$ cat config.mk
export PLATFORM = sky130hd
export DESIGN_NAME = q_meas_regfile_flat
export DESIGN_NICKNAME = d
export VERILOG_FILES = /design/src/rtl/q_meas_regfile_pkg.sv /design/src/rtl/q_meas_regfile_if.sv /design/src/rtl/q_meas_regfile_wr_ch.sv /design/src/rtl/q_meas_regfile.sv /design/src/flat_wrapper.sv
export SDC_FILE = /design/constraint.sdc
export NUM_CORES = 1
export LEC_CHECK = 0
export CORE_ASPECT_RATIO = 1.75
export CORE_MARGIN = 2
export CORE_UTILIZATION = 50
export CTS_CLUSTER_SIZE = 24
export DETAILED_ROUTE_END_ITERATION = 16
export HOLD_SLACK_MARGIN = 0.08
export PLACE_DENSITY = 0.84
export SETUP_SLACK_MARGIN = 0.1
export SYNTH_ARGS = -nofsm -noshare
export SYNTH_HDL_FRONTEND = slang
export SYNTH_HIERARCHICAL = 1
export SYNTH_SLANG_ARGS = --single-unit
$ cat constraint.sdc
create_clock -name clk -period 1.7 [get_ports clk]
set_input_delay 0.425 -clock clk [delete_from_list [all_inputs] [get_ports clk]]
set_output_delay 0.425 -clock clk [all_outputs]
set_load 0.05 [all_outputs]
$ cat src/rtl/q_meas_regfile_pkg.sv
// Shared types for the measurement-result register file: channel FSM states
// and bit positions inside measure_data.
package q_meas_pkg;
  typedef enum logic [1:0] {
    IDLE   = 2'b00,
    WAIT   = 2'b01,
    COMMIT = 2'b10
  } ch_state_t;

  localparam int MD_VALUE   = 0;
  localparam int MD_PENDING = 1;
  localparam int MD_FRESH   = 2;
endpackage

$ cat src/rtl/q_meas_regfile_if.sv
// Bus between readout demodulators / sequencer (master) and the result
// register file (slave).
interface q_meas_regfile_if #(
  parameter int NUM_QUBITS = 32,
  parameter int NUM_WR_CH  = 2,
  parameter int DATA_W     = 64
);
  localparam int ADDR_W = $clog2(NUM_QUBITS);

  logic [NUM_WR_CH-1:0]             wr_en;
  logic [NUM_WR_CH-1:0][ADDR_W-1:0] wr_addr;
  logic [NUM_WR_CH-1:0]             wr_valid;
  logic [NUM_WR_CH-1:0]             wr_data;
  logic [NUM_WR_CH-1:0]             wr_busy;
  logic                             rd_en;
  logic [ADDR_W-1:0]                rd_addr;
  logic                             rd_valid;
  logic [DATA_W-1:0]                measure_data;
  logic                             collision_err;
  logic [NUM_WR_CH-1:0]             timeout_err;
  logic                             err_clr;

  modport master (
    output wr_en, wr_addr, wr_valid, wr_data, rd_en, rd_addr, err_clr,
    input  wr_busy, rd_valid, measure_data, collision_err, timeout_err
  );

  modport slave (
    input  wr_en, wr_addr, wr_valid, wr_data, rd_en, rd_addr, err_clr,
    output wr_busy, rd_valid, measure_data, collision_err, timeout_err
  );
endinterface

$ cat src/rtl/q_meas_regfile_wr_ch.sv
// One readout write channel: reserve/commit FSM with a reservation timeout.
// Exposes its state, reserved address and latched result to the top.
module q_meas_wr_ch
  import q_meas_pkg::*;
#(
  parameter int ADDR_W  = 5,
  parameter int TIMEOUT = 1024
) (
  input  logic              clk,
  input  logic              reset,
  input  logic              i_wr_en,
  input  logic [ADDR_W-1:0] i_wr_addr,
  input  logic              i_wr_valid,
  input  logic              i_wr_data,
  input  logic              i_err_clr,
  output ch_state_t         o_state,
  output logic [ADDR_W-1:0] o_addr,
  output logic              o_data,
  output logic              o_timeout_err
);
  localparam int CNT_W = $clog2(TIMEOUT);

  ch_state_t         r_state, w_nxt;
  logic [ADDR_W-1:0] r_addr;
  logic              r_data;
  logic [CNT_W-1:0]  r_cnt;
  logic              r_tout_err;
  logic              w_tout;

  always_comb begin
    w_nxt  = r_state;
    w_tout = 1'b0;
    case (r_state)
      IDLE:   if (i_wr_en) w_nxt = WAIT;
      WAIT: begin
        if (i_wr_valid) begin
          w_nxt = COMMIT;
        end else if (r_cnt == CNT_W'(TIMEOUT - 1)) begin
          w_nxt  = IDLE;
          w_tout = 1'b1;
        end
      end
      COMMIT: w_nxt = IDLE;
      default: w_nxt = IDLE;
    endcase
  end

  always_ff @(posedge clk) begin
    if (reset) begin
      r_state    <= IDLE;
      r_addr     <= '0;
      r_data     <= 1'b0;
      r_cnt      <= '0;
      r_tout_err <= 1'b0;
    end else begin
      r_state <= w_nxt;
      if (r_state == IDLE && i_wr_en) begin
        r_addr <= i_wr_addr;
        r_cnt  <= '0;
      end else if (r_state == WAIT && !i_wr_valid) begin
        r_cnt <= r_cnt + 1'b1;
      end
      if (r_state == WAIT && i_wr_valid) r_data <= i_wr_data;
      // a timeout in the same cycle as err_clr keeps the flag set
      if (w_tout)         r_tout_err <= 1'b1;
      else if (i_err_clr) r_tout_err <= 1'b0;
    end
  end

  assign o_state       = r_state;
  assign o_addr        = r_addr;
  assign o_data        = r_data;
  assign o_timeout_err = r_tout_err;
endmodule

$ cat src/rtl/q_meas_regfile.sv
// Measurement-result register file: per-qubit value/fresh storage, commit
// arbitration across write channels, collision detection and the read port.
module q_meas_regfile
  import q_meas_pkg::*;
#(
  parameter int   NUM_QUBITS = 32,
  parameter int   NUM_WR_CH  = 2,
  parameter int   TIMEOUT    = 1024,
  parameter logic RESET_VAL  = 1'b1,
  parameter int   DATA_W     = 64
) (
  input logic              clk,
  input logic              reset,
  q_meas_regfile_if.slave  bus
);
  localparam int ADDR_W = $clog2(NUM_QUBITS);

  ch_state_t             w_state [NUM_WR_CH];
  logic [ADDR_W-1:0]     w_addr  [NUM_WR_CH];
  logic [NUM_WR_CH-1:0]  w_data;
  logic [NUM_WR_CH-1:0]  w_tout_err;
  logic [NUM_WR_CH-1:0]  w_busy;
  logic [NUM_QUBITS-1:0] r_value, r_fresh;
  logic                  r_rd_valid, r_coll;
  logic [DATA_W-1:0]     r_md, w_md;
  logic                  w_coll, w_rd_pend;

  for (genvar c = 0; c < NUM_WR_CH; c++) begin : g_ch
    q_meas_wr_ch #(.ADDR_W(ADDR_W), .TIMEOUT(TIMEOUT)) u_ch (
      .clk          (clk),
      .reset        (reset),
      .i_wr_en      (bus.wr_en[c]),
      .i_wr_addr    (bus.wr_addr[c]),
      .i_wr_valid   (bus.wr_valid[c]),
      .i_wr_data    (bus.wr_data[c]),
      .i_err_clr    (bus.err_clr),
      .o_state      (w_state[c]),
      .o_addr       (w_addr[c]),
      .o_data       (w_data[c]),
      .o_timeout_err(w_tout_err[c])
    );
    assign w_busy[c] = (w_state[c] != IDLE);
  end

  // pending is derived from live reservations, so overlapping reservations
  // of one qubit stay pending until the last one resolves
  always_comb begin
    w_coll    = 1'b0;
    w_rd_pend = 1'b0;
    for (int i = 0; i < NUM_WR_CH; i++) begin
      if ((w_state[i] == WAIT || w_state[i] == COMMIT) && w_addr[i] == bus.rd_addr)
        w_rd_pend = 1'b1;
      for (int j = i + 1; j < NUM_WR_CH; j++)
        if (w_state[i] == COMMIT && w_state[j] == COMMIT && w_addr[i] == w_addr[j])
          w_coll = 1'b1;
    end
    w_md             = '0;
    w_md[MD_VALUE]   = r_value[bus.rd_addr];
    w_md[MD_PENDING] = w_rd_pend;
    w_md[MD_FRESH]   = r_fresh[bus.rd_addr];
  end

  always_ff @(posedge clk) begin
    if (reset) begin
      r_value    <= {NUM_QUBITS{RESET_VAL}};
      r_fresh    <= '0;
      r_rd_valid <= 1'b0;
      r_md       <= '0;
      r_coll     <= 1'b0;
    end else begin
      r_rd_valid <= bus.rd_en;
      if (bus.rd_en) begin
        r_md                  <= w_md;
        r_fresh[bus.rd_addr]  <= 1'b0;
      end
      // descending scan: lowest channel index is written last and wins;
      // commits also override the clear-on-read above
      for (int c = NUM_WR_CH - 1; c >= 0; c--) begin
        if (w_state[c] == COMMIT) begin
          r_value[w_addr[c]] <= w_data[c];
          r_fresh[w_addr[c]] <= 1'b1;
        end
      end
      if (w_coll)           r_coll <= 1'b1;
      else if (bus.err_clr) r_coll <= 1'b0;
    end
  end

  assign bus.wr_busy       = w_busy;
  assign bus.timeout_err   = w_tout_err;
  assign bus.rd_valid      = r_rd_valid;
  assign bus.measure_data  = r_md;
  assign bus.collision_err = r_coll;
endmodule

$ cat src/flat_wrapper.sv
// flat-port wrapper written by rule: the top's interface ports become plain ports
module q_meas_regfile_flat import q_meas_pkg::*;
#(
  parameter int   NUM_QUBITS = 32,
  parameter int   NUM_WR_CH  = 2,
  parameter int   TIMEOUT    = 1024,
  parameter logic RESET_VAL  = 1'b1,
  parameter int   DATA_W     = 64
)
  (clk, reset, bus_wr_en, bus_wr_addr, bus_wr_valid, bus_wr_data, bus_rd_en, bus_rd_addr, bus_err_clr, bus_wr_busy, bus_rd_valid, bus_measure_data, bus_collision_err, bus_timeout_err);
  q_meas_regfile_if #(.NUM_QUBITS(NUM_QUBITS), .NUM_WR_CH(NUM_WR_CH), .DATA_W(DATA_W)) bus_i ();
  input logic clk;
  input logic reset;
  input wire logic [$bits(bus_i.wr_en)-1:0] bus_wr_en;
  input wire logic [$bits(bus_i.wr_addr)-1:0] bus_wr_addr;
  input wire logic [$bits(bus_i.wr_valid)-1:0] bus_wr_valid;
  input wire logic [$bits(bus_i.wr_data)-1:0] bus_wr_data;
  input wire logic [$bits(bus_i.rd_en)-1:0] bus_rd_en;
  input wire logic [$bits(bus_i.rd_addr)-1:0] bus_rd_addr;
  input wire logic [$bits(bus_i.err_clr)-1:0] bus_err_clr;
  output wire logic [$bits(bus_i.wr_busy)-1:0] bus_wr_busy;
  output wire logic [$bits(bus_i.rd_valid)-1:0] bus_rd_valid;
  output wire logic [$bits(bus_i.measure_data)-1:0] bus_measure_data;
  output wire logic [$bits(bus_i.collision_err)-1:0] bus_collision_err;
  output wire logic [$bits(bus_i.timeout_err)-1:0] bus_timeout_err;
  assign bus_i.wr_en = bus_wr_en;
  assign bus_i.wr_addr = bus_wr_addr;
  assign bus_i.wr_valid = bus_wr_valid;
  assign bus_i.wr_data = bus_wr_data;
  assign bus_i.rd_en = bus_rd_en;
  assign bus_i.rd_addr = bus_rd_addr;
  assign bus_i.err_clr = bus_err_clr;
  assign bus_wr_busy = bus_i.wr_busy;
  assign bus_rd_valid = bus_i.rd_valid;
  assign bus_measure_data = bus_i.measure_data;
  assign bus_collision_err = bus_i.collision_err;
  assign bus_timeout_err = bus_i.timeout_err;
  q_meas_regfile #(.NUM_QUBITS(NUM_QUBITS), .NUM_WR_CH(NUM_WR_CH), .TIMEOUT(TIMEOUT), .RESET_VAL(RESET_VAL), .DATA_W(DATA_W)) u_core (.clk(clk), .reset(reset), .bus(bus_i));
endmodule
==> metrics, run 1 <==
row count=54; Final Max Tran Viols=0; cells along the critical path=buf_4 > xor2_1 > nor4_1 > nand3_1 > a311oi_1; Die H=152.9 um; post-synthesis async set-or-reset flop share=0%; startpoint class of the critical path=flop; Mapped Avg Cell Area=8.418 um^2; Slew @ Worst Pin=0.6213 ns; I/O pins=95; Max Cap Viol=0; first-pass GRT wire length=28980 um; top-area cell type share of the netlist area=33.79%; drt first-iter violations=626; Worst EP required=1.95 ns; CTS tree=yes; diodes inserted=0; layout cells sized above 1=27.96%; Syn Inst Count=753; PD cells=713.3 nW/um^2; CTS Buf Count=9; wire per inst=18.87 um; Mapped Area=6339 um^2; vias in the first global route=5893; WP data arrival=1.90 ns; Layout Nets=888; synth unique cells=44; Initial Util=50.99%; core area=12430 um^2; DR DRC count=0; leakage power total=3.339 nW; PortBufs=33; top post-synthesis cells by area=dfxtp_1, buf_4, nand2_1, a221oi_1, mux4_2; area grow syn2layout=26.45%; Clk Latency, worst-skew pair=0.35 ns; period utilization=97.08%; Crit-path slowest cell=nor4_1; Final Total Pwr=5.717 mW; minimum clock period=1.650 ns; die width=89.11 um; Yosys top cell by area=dfxtp_1; Top FF cell, synth=dfxtp_1; clk sink count=107; Clock Tree Root=clkbuf_16; RSZ-0062 raised after global routing=yes; Peak Freq=0.6059 GHz; WL final=19440 um; Clock Path Buffers=2; clk slew on worst S/H paths=0.07 ns; Global Route Usage Sum=27.11%; status=completed; GR Overflow Total=0; Final Hold Viols=0; crit path buf inv count=1; hold_buf cts=0; largest net degree at the start of global routing=40; YS warnings=6; slowest stage delay, CP=0.40 ns; HPWL Detailed=12790 um; # setup viols final=0; WS Path Type=flop to flop; die area=13630 um^2; Hold/Removal Path Class=input port to flop; Clock Skew=0.008756 ns; Relative slew margins=58.35%; CP delay by family, top=simple AND/OR/NAND/NOR gates; Fillers=945; Routability Congestion=0.9227; Final ANT Viol Nets=0; vias per inst=6.141; initial antenna violation count=0; Worst setup EP type=flop; worst vdd ir=439.6 uV; first-pass detailed-route iteration total=6; worst hold slack=0.4515 ns; via count=6325; Crit Path Max Fanout=6; Seq/Total Area, Yosys=33.79%; H-Tree Depth=3; synthesized flop and latch total=107; Post-synth EDFFs=0
Yosys cell counts (13+ instances only):
library cell and n:
o21ai_0 40, and3b_1 13, mux2i_1 14, nand3_1 16, a21oi_1 22, a31oi_1 32
dfxtp_1 107, and3_1 37, nand2_1 100, xor2_1 14, nor2_1 48, buf_2 18
a221oi_1 32, buf_4 66, clkbuf_1 32, o21bai_1 32
what timing repair did:
action / CTS / global route
resized for setup: 33 / 66
endpoints found under the setup margin: 43 / 50
cloned: 0 / 1
pin swaps: 4 / 11
setup buffers: 5 / 5
sequential cells by signal, indices dropped and copies added, names as in the netlist, 2 cells and up:
name / count
u_core/g_ch.u_ch/r_cnt: 20
u_core/g_ch.u_ch/o_data: 2
u_core/bus.measure_data: 3
u_core/g_ch.u_ch/o_addr: 10
u_core/g_ch.u_ch/o_timeout_err: 2
u_core/r_value: 32
u_core/r_fresh: 32
u_core/g_ch.u_ch/o_state: 4
path summary, 6_finish.rpt:
path | startpoint | to | slack, ns | depth (start not counted)
worst min register to register | u_core/g_ch[0].u_ch/r_cnt[8] | u_core/g_ch[0].u_ch/r_cnt[8] | 0.48 | 2
worst max-delay path | u_core/g_ch[1].u_ch/o_addr[0] | u_core/bus.measure_data[1] | 0.05 | 5
worst min-delay path | reset | u_core/bus.collision_err | 0.45 | 2
worst max register to register | u_core/g_ch[1].u_ch/o_addr[0] | u_core/bus.measure_data[1] | 0.05 | 5
through the flow:
step	TNS [ns]	std cells	utilization [%]	worst slack, ns	area [um^2]
final	0	1030	64.47	0.04964	8015
after global routing	0	1030	64.47	0.04675	8015
after CTS	0	1024	61.79	0.06998	7681
after detailed placement	-15.35	1003	58.39	-0.6163	7259
after global placement	-14.03	1003	58.39	-0.5786	7259
after floorplan	0	813	-	0.08043	6596
final cells by class:
type / instances / area, um^2 / share of cell area [%]
clock inverters: 6 / 48.80 / 0.6088
multi-input cells: 574 / 3941 / 49.17
well taps: 168 / 210.2 / 2.623
repair buffers: 153 / 1368 / 17.06
inverters: 12 / 55.05 / 0.6869
clock buffers: 10 / 239.0 / 2.982
flip-flops and latches: 107 / 2153 / 26.87
cell families (layout without fill, tap and decap cells):
logic type	after synthesis	count (layout)	share of synthesized area, %
multiplexers	26	26	6.474
adder cells (fa/ha/maj)	6	6	1.184
XOR/XNOR	19	19	2.625
buffers and inverters	132	181	12.55
flip-flops	107	107	33.79
other	1	61	0.05916
AND/OR/NAND/NOR	284	284	24.16
AO/OA/AOI/OAI	178	178	19.15
cell usage in the layout (no fill, tap or decap), types with 5 or more instances in the layout:
cell type / n
a21oi_1: 21
a221oi_2: 31
a31oi_1: 32
and3_1: 35
and3b_1: 9
buf_12: 10
buf_4: 106
buf_6: 13
clkbuf_16: 9
clkdlybuf4s50_1: 18
conb_1: 61
dfxtp_1: 100
dfxtp_2: 6
inv_1: 7
mux2i_1: 14
mux4_2: 12
nand2_1: 98
nand3_1: 16
nand3b_1: 8
nor2_1: 48
nor3_1: 6
nor3b_1: 5
nor3b_2: 8
o21ai_0: 37
o21bai_1: 32
or3_1: 11
xnor2_1: 5
xor2_1: 14
power by group:
group	switching [mW]	leakage, nW	internal (mW)
combinational	0.712	2.33	0.378
clock	0.983	0.137	1.05
sequential	0.0553	0.869	2.54
total	1.75	3.34	3.97
layer usage:
metal  vias to the layer above  global-route usage (%)  share of wire [%]
met5                         -                       0                  0
met1                      2934                   30.12                 34
met2                       427                   45.26                 50
li1                       2827                       -                  -
met3                       137                   4.860                7.7
met4                         0                   18.41                8.6
Note: power is estimated with default switching activity, not from simulation.
==> run 2, diff against run 1 <==
--- a/config.mk
+++ b/config.mk
@@ -5,13 +5,15 @@
 export SDC_FILE = /design/constraint.sdc
 export NUM_CORES = 1
 export LEC_CHECK = 0
+export CELL_PAD_IN_SITES_DETAIL_PLACEMENT = 0
+export CELL_PAD_IN_SITES_GLOBAL_PLACEMENT = 1
 export CORE_ASPECT_RATIO = 1.75
 export CORE_MARGIN = 2
-export CORE_UTILIZATION = 50
+export CORE_UTILIZATION = 37
 export CTS_CLUSTER_SIZE = 24
 export DETAILED_ROUTE_END_ITERATION = 16
 export HOLD_SLACK_MARGIN = 0.08
-export PLACE_DENSITY = 0.84
+export PLACE_DENSITY = 0.83
 export SETUP_SLACK_MARGIN = 0.1
 export SYNTH_ARGS = -nofsm -noshare
 export SYNTH_HDL_FRONTEND = slang
==> run 2 against run 1 <==
Hold slack worse by 0.0019 ns. Maximum frequency is 3.0% higher. Core utilization is 17 points lower. Count of clock-buffer cells in the layout did not move. Non-clock buffer count shrank 4. Clock power down 2%. Register-to-register slack improved by 0.05 ns. Final area up 0.20%.
==> metrics, run 2 (synthesis results as in run 1) <==
status=completed; Clock Path Buffers=2 (unchanged); worst hold slack=0.4495 ns (-0.001940 ns); setup tns final=0 ns (unchanged); largest registers=u_core/r_fresh: 32 flops, u_core/r_value: 32 flops, u_core/g_ch.u_ch/r_cnt: 20 flops; Max Cap Viol=0 (unchanged); HPWL Detailed=13750 um (+7.5%); area grow syn2layout=26.71%; Final ANT Viol Nets=0 (unchanged); Slew @ Worst Pin=0.6256 ns (+0.004301 ns); wire per inst=17.64 um (-6.5%); Max Used Layer=met4; Clock Tree Root=clkbuf_16; row count=63 (+17%); leakage power total=3.295 nW (-1.3%); Peak Freq=0.6239 GHz (+3.0%); minimum clock period=1.603 ns (-0.04746 ns); DR DRC count=0 (unchanged); Die H=177.1 um (+16%); via count=5918 (-6.4%); Worst EP required=1.91 ns (-0.04 ns); Worst Hold Depth=2 (unchanged); Logic pwr share=18.9% (-0.2 points); GR Overflow Total=0 (unchanged); first-pass GRT wire length=29550 um (+1.9%); CTS Buf Count=9 (unchanged); Hold EP=u_core/g_ch[1].u_ch/o_addr[4]; worst vdd ir=598.1 uV (+36%); I/O pins=95 (unchanged); Global Route Usage Sum=20.85% (-6.3 points); most common cell after layout, fill and taps aside=buf_4; initial antenna violation count=0 (unchanged); die width=102.9 um (+16%); WP data arrival=1.82 ns (-0.08 ns); startpoint class of the critical path=flop; CTS tree=yes; worst reg-to-reg setup slack=0.1 ns (+0.05 ns); reg2reg end=u_core/bus.measure_data[0]; Crit Path Max Fanout=2 (-4); metal2 WL=10310 um (+6.6%); final core utilization=47.61% (-17 points); Initial Util=37.58% (-13 points); reg2reg start=u_core/r_value[12]; Reg power frac=45.9% (+0.5 points); Layout Nets=884 (-0.45%); H-Tree Depth=3 (unchanged); dpl cells=1064 (+6.1%); Routability Congestion=0.9462 (+2.5%); PD cells=702.4 nW/um^2 (-1.5%); switching power=1.741 mW (-0.51%); vias per inst=5.454 (-11%); core area=16870 um^2 (+36%); layout cells sized above 1=27.62% (-0.34 points); clk slew on worst S/H paths=0.07 ns (about the same); Fillers=1636 (+73%); Clk Latency, worst-skew pair=0.35 ns (about the same); clock network fraction of total power=35.2% (-0.3 points); Final Max Tran Viols=0 (unchanged); Final Hold Viols=0 (unchanged); Hold/Removal Path Class=input port to flop; WL final=19140 um (-1.5%); Internal=3.900 mW (-1.7%); clk sink count=107 (unchanged); drt first-iter violations=364 (-42%); Clock Skew=0.007240 ns (-0.001516 ns); met1 WL=7147 um (+8.3%); Final Total Pwr=5.641 mW (-1.3%); PortBufs=33 (unchanged); Non-Filler Instances=1085 (+5.3%); die area=18240 um^2 (+34%); diodes inserted=0 (unchanged); Sw Share=30.87% (+0.25 points); first-pass detailed-route iteration total=5 (-1); hold path startpoint=reset; # setup viols final=0 (unchanged); Worst setup EP type=flop; Relative slew margins=58.07% (-0.29 points); largest net degree at the start of global routing=42 (+5.0%); met3 WL=861 um (-42%); cell count of the worst reg-to-reg path=4 (-1); vias in the first global route=5698 (-3.3%); RSZ-0062 raised after global routing=yes; WS Path Type=flop to flop; commonest cells after routing, fill and taps aside=buf_4, dfxtp_1, nand2_1, conb_1, nor2_1; period utilization=94.29% (-2.8 points)
-- run 2: cell type report --
class	instances	area [um^2]	share of cell area, %
Clock buffer	10	229.0	2.851
Inverter	12	50.05	0.6232
Sequential cell	107	2153	26.81
Multi-Input combinational cell	574	3936	49.01
Tap cell	227	284.0	3.536
Clock inverter	6	42.54	0.5297
Timing Repair Buffer	149	1336	16.64
-- run 2: stage by stage --
step	setup WS [ns]	instance area, um^2
after floorplan	0.08043	6596
after global placement	-0.5935	7398
after detailed placement	-0.6522	7398
after CTS	0.02852	7756
after global routing	0.06950	8031
final	0.09710	8031
-- run 2: repair_timing --
action | in CTS | in global routing
pin swaps | 2 | 8
gates resized for setup | 23 | 59
endpoints found under the setup margin | 39 | 50
buffers inserted | 5 | 0
hold buffers | 0 | 0
gates cloned | 0 | 0
-- run 2: power by group through the flow --
stage	combinational [mW]	clock (mW)	sequential (mW)
floorplan	0.775	0	2.65
global placement	1.01	0	2.64
detailed placement	1.02	0	2.65
CTS	1.03	2.03	2.59
global route	1.13	2.10	2.60
finish	1.06	1.99	2.59
-- run 2: metal layers --
layer  global-route usage [%]  vias to the layer above
met1                    23.26                     2831
met4                    9.759                        0
li1                         -                     2804
met3                    2.449                       50
met2                    38.18                      233
met5                        0                        -
-- run 2: worst max path at each step --
stage / endpoint / from / depth (start not counted)
after detailed placement: u_core/bus.measure_data[0] / bus_rd_addr[0] / 6
after global placement: u_core/bus.measure_data[0] / bus_rd_addr[0] / 6
after floorplan: u_core/bus.measure_data[0] / bus_rd_addr[0] / 5
after CTS: u_core/bus.measure_data[0] / bus_rd_addr[0] / 6
after global routing: u_core/r_value[0] / u_core/g_ch[1].u_ch/o_state[1] / 7
final: u_core/bus.measure_data[0] / u_core/r_value[12] / 4
-- run 2: critical path, stage by stage (launching register included) --
cell and delay, ns:
dfxtp_1 0.36, mux4_2 0.46, a22o_1 0.23, a221oi_2 0.27
a311oi_1 0.15
==> run 3, diff against run 2 <==
--- a/config.mk
+++ b/config.mk
@@ -9,11 +9,11 @@
 export CELL_PAD_IN_SITES_GLOBAL_PLACEMENT = 1
 export CORE_ASPECT_RATIO = 1.75
 export CORE_MARGIN = 2
-export CORE_UTILIZATION = 37
+export CORE_UTILIZATION = 41
 export CTS_CLUSTER_SIZE = 24
 export DETAILED_ROUTE_END_ITERATION = 16
 export HOLD_SLACK_MARGIN = 0.08
-export PLACE_DENSITY = 0.83
+export PLACE_DENSITY = 0.87
 export SETUP_SLACK_MARGIN = 0.1
 export SYNTH_ARGS = -nofsm -noshare
 export SYNTH_HDL_FRONTEND = slang
==> constraint.sdc (replaced) <==
create_clock -name clk -period 1.6 [get_ports clk]
set_input_delay 0.4 -clock clk [delete_from_list [all_inputs] [get_ports clk]]
set_output_delay 0.4 -clock clk [all_outputs]
set_load 0.05 [all_outputs]
==> run 3 against run 2 <==
Clock power is 11% higher. Sequential share of layout area down 1.2 points. Largest cell class unchanged. Highest routed layer unchanged. Sequential power rose by 6%. Largest power group unchanged. Critical endpoint is now bus_wr_busy[1]. Via count increased by 2.2%. Register-to-register slack got worse by 0.04 ns. First-iteration DRC count increased by 20%.
==> metrics, run 3 (synthesis results as in run 1) <==
drt first-iter violations=436 (+20%); cells along the critical path=buf_6 > inv_4 > ha_4 > inv_4 > buf_12; cell mode on critical path=inv_4; largest registers=u_core/r_fresh: 32 flops, u_core/r_value: 32 flops, u_core/g_ch.u_ch/r_cnt: 20 flops; die width=97.99 um (-4.8%); commonest cells after routing, fill and taps aside=dfxtp_1, buf_4, nand2_1, conb_1, nor2_1; Worst setup EP type=primary output; row count=60 (-4.8%); Fillers=1322 (-19%); via count=6047 (+2.2%); clk slew on worst S/H paths=0.07 ns (about the same); Worst EP required=1.20 ns (-0.71 ns); I/O pins=95 (unchanged); Routability Congestion=0.9618 (+1.6%); H-Tree Depth=3 (unchanged); PD cells=730.1 nW/um^2 (+4.0%); core area=15240 um^2 (-9.7%); PortBufs=33 (unchanged); Layout Nets=893 (+1.0%); # setup viols final=0 (unchanged); DR DRC count=0 (unchanged); setup tns final=0 ns (unchanged); Global Route Usage Sum=22.65% (+1.8 points); WS Path Type=flop to primary output; WP data arrival=1.17 ns (-0.65 ns); HPWL Detailed=13390 um (-2.6%); status=completed; Clk Latency, worst-skew pair=0.36 ns (about the same); Crit Path Max Fanout=2 (unchanged); wire per inst=18.06 um (+2.3%); leakage power total=3.486 nW (+5.8%); Clock Path Buffers=2 (unchanged); Clock Skew=0.008734 ns (+0.001494 ns); vias per inst=5.743 (+5.3%); diodes inserted=0 (unchanged); startpoint class of the critical path=flop; vias in the first global route=5853 (+2.7%); Die H=168.5 um (-4.9%); period utilization=97.90%; layout cells sized above 1=33.33% (+5.7 points); slowest stage delay, CP=0.35 ns (-0.11 ns); WL final=19010 um (-0.67%); CTS tree=yes; Max Cap Viol=0 (unchanged); CTS Buf Count=9 (unchanged); Hold/Removal Path Class=input port to flop; Clock Tree Root=clkbuf_16; clk sink count=107 (unchanged); Final Max Tran Viols=0 (unchanged); most common cell after layout, fill and taps aside=dfxtp_1; Crit-path slowest cell=dfxtp_2; die area=16510 um^2 (-9.5%); Final ANT Viol Nets=0 (unchanged); GR Overflow Total=0 (unchanged); Peak Freq=0.6384 GHz; initial antenna violation count=0 (unchanged); RSZ-0062 raised after global routing=yes; final core utilization=55.62% (+8.0 points); hold_buf cts=0 (unchanged); first-pass GRT wire length=29950 um (+1.4%); largest net degree at the start of global routing=42 (unchanged); worst vdd ir=612.7 uV (+2.5%); area grow syn2layout=33.71%; Final Hold Viols=0 (unchanged); minimum clock period=1.566 ns; Initial Util=41.59% (+4.0 points); first-pass detailed-route iteration total=5 (unchanged); Final Total Pwr=6.188 mW (+9.7%)
run 3: changes by cell type in the layout (fill, tap and decap cells not counted), moves of 5 or more:
cell	delta
buf_4	-13
and3_4	+11
and3_1	-10
buf_6	+10
buf_12	+8
nand2_1	-8
o21ai_0	-8
o21ai_1	+7
or3b_4	+7
dfxtp_1	-6
dfxtp_4	+5
or3b_2	-5
run 3: path summary, 6_finish.rpt:
check	startpoint	to	slack (ns)	depth (start not counted)
worst max-delay path	u_core/g_ch[1].u_ch/o_state[1]	bus_wr_busy[1]	0.03	5
worst min-delay path	reset	u_core/bus.collision_err	0.41	2
worst max register to register	u_core/g_ch[1].u_ch/o_state[1]	u_core/r_value[29]	0.06	7
worst min register to register	u_core/g_ch[0].u_ch/r_cnt[7]	u_core/g_ch[0].u_ch/r_cnt[7]	0.49	2
run 3: layer usage:
layer | global-route usage (%) | vias to the layer above | wire length [um]
li1 | - | 2849 | -
met4 | 15.70 | 0 | 1264
met5 | 0 | - | 0
met3 | 3.179 | 89 | 968
met2 | 40.77 | 239 | 10070
met1 | 23.99 | 2870 | 6714
run 3: critical path: cells and delay by family, from the launching register on:
family     cells  cell delay, ns
flops          1            0.35
buf+inv        4            0.31
fa+ha+maj      1            0.15
run 3: through the flow:
step / instances / cell area (um^2) / worst slack (ns) / hold WS, ns
global route: 1053 / 8476 / -0.01902 / 0.4480
CTS: 1050 / 8102 / 0.03183 / 0.4130
global placement: 1025 / 7515 / -0.5931 / 0.4596
floorplan: 813 / 6690 / 0.005432 / 0.4330
detailed placement: 1025 / 7515 / -0.6476 / 0.4737
finish: 1053 / 8476 / 0.03357 / 0.4133
run 3: cell type report:
cell class              count  area (um^2)  area share [%]
clock inverters             7        60.06          0.7086
flip-flops and latches    107         2173           25.64
clock buffers               9        225.2           2.657
multi-input cells         574         4144           48.89
well taps                 186        232.7           2.746
inverters                  12        55.05          0.6495
repair buffers            158         1585           18.70
run 3: power breakdown:
part	internal (mW)	total [mW]	switching [mW]
clock network	1.09	2.20	1.12
registers	2.70	2.75	0.0564
logic	0.454	1.23	0.776
total	4.24	6.19	1.95
run 3: what timing repair did:
item                                    in CTS  in global routing
hold endpoints to repair                     0                  0
endpoints found under the setup margin      59                 91
buffers inserted                             8                  3
gates cloned                                 1                  0
gates resized for setup                     65                101
pin swaps                                    5                 23
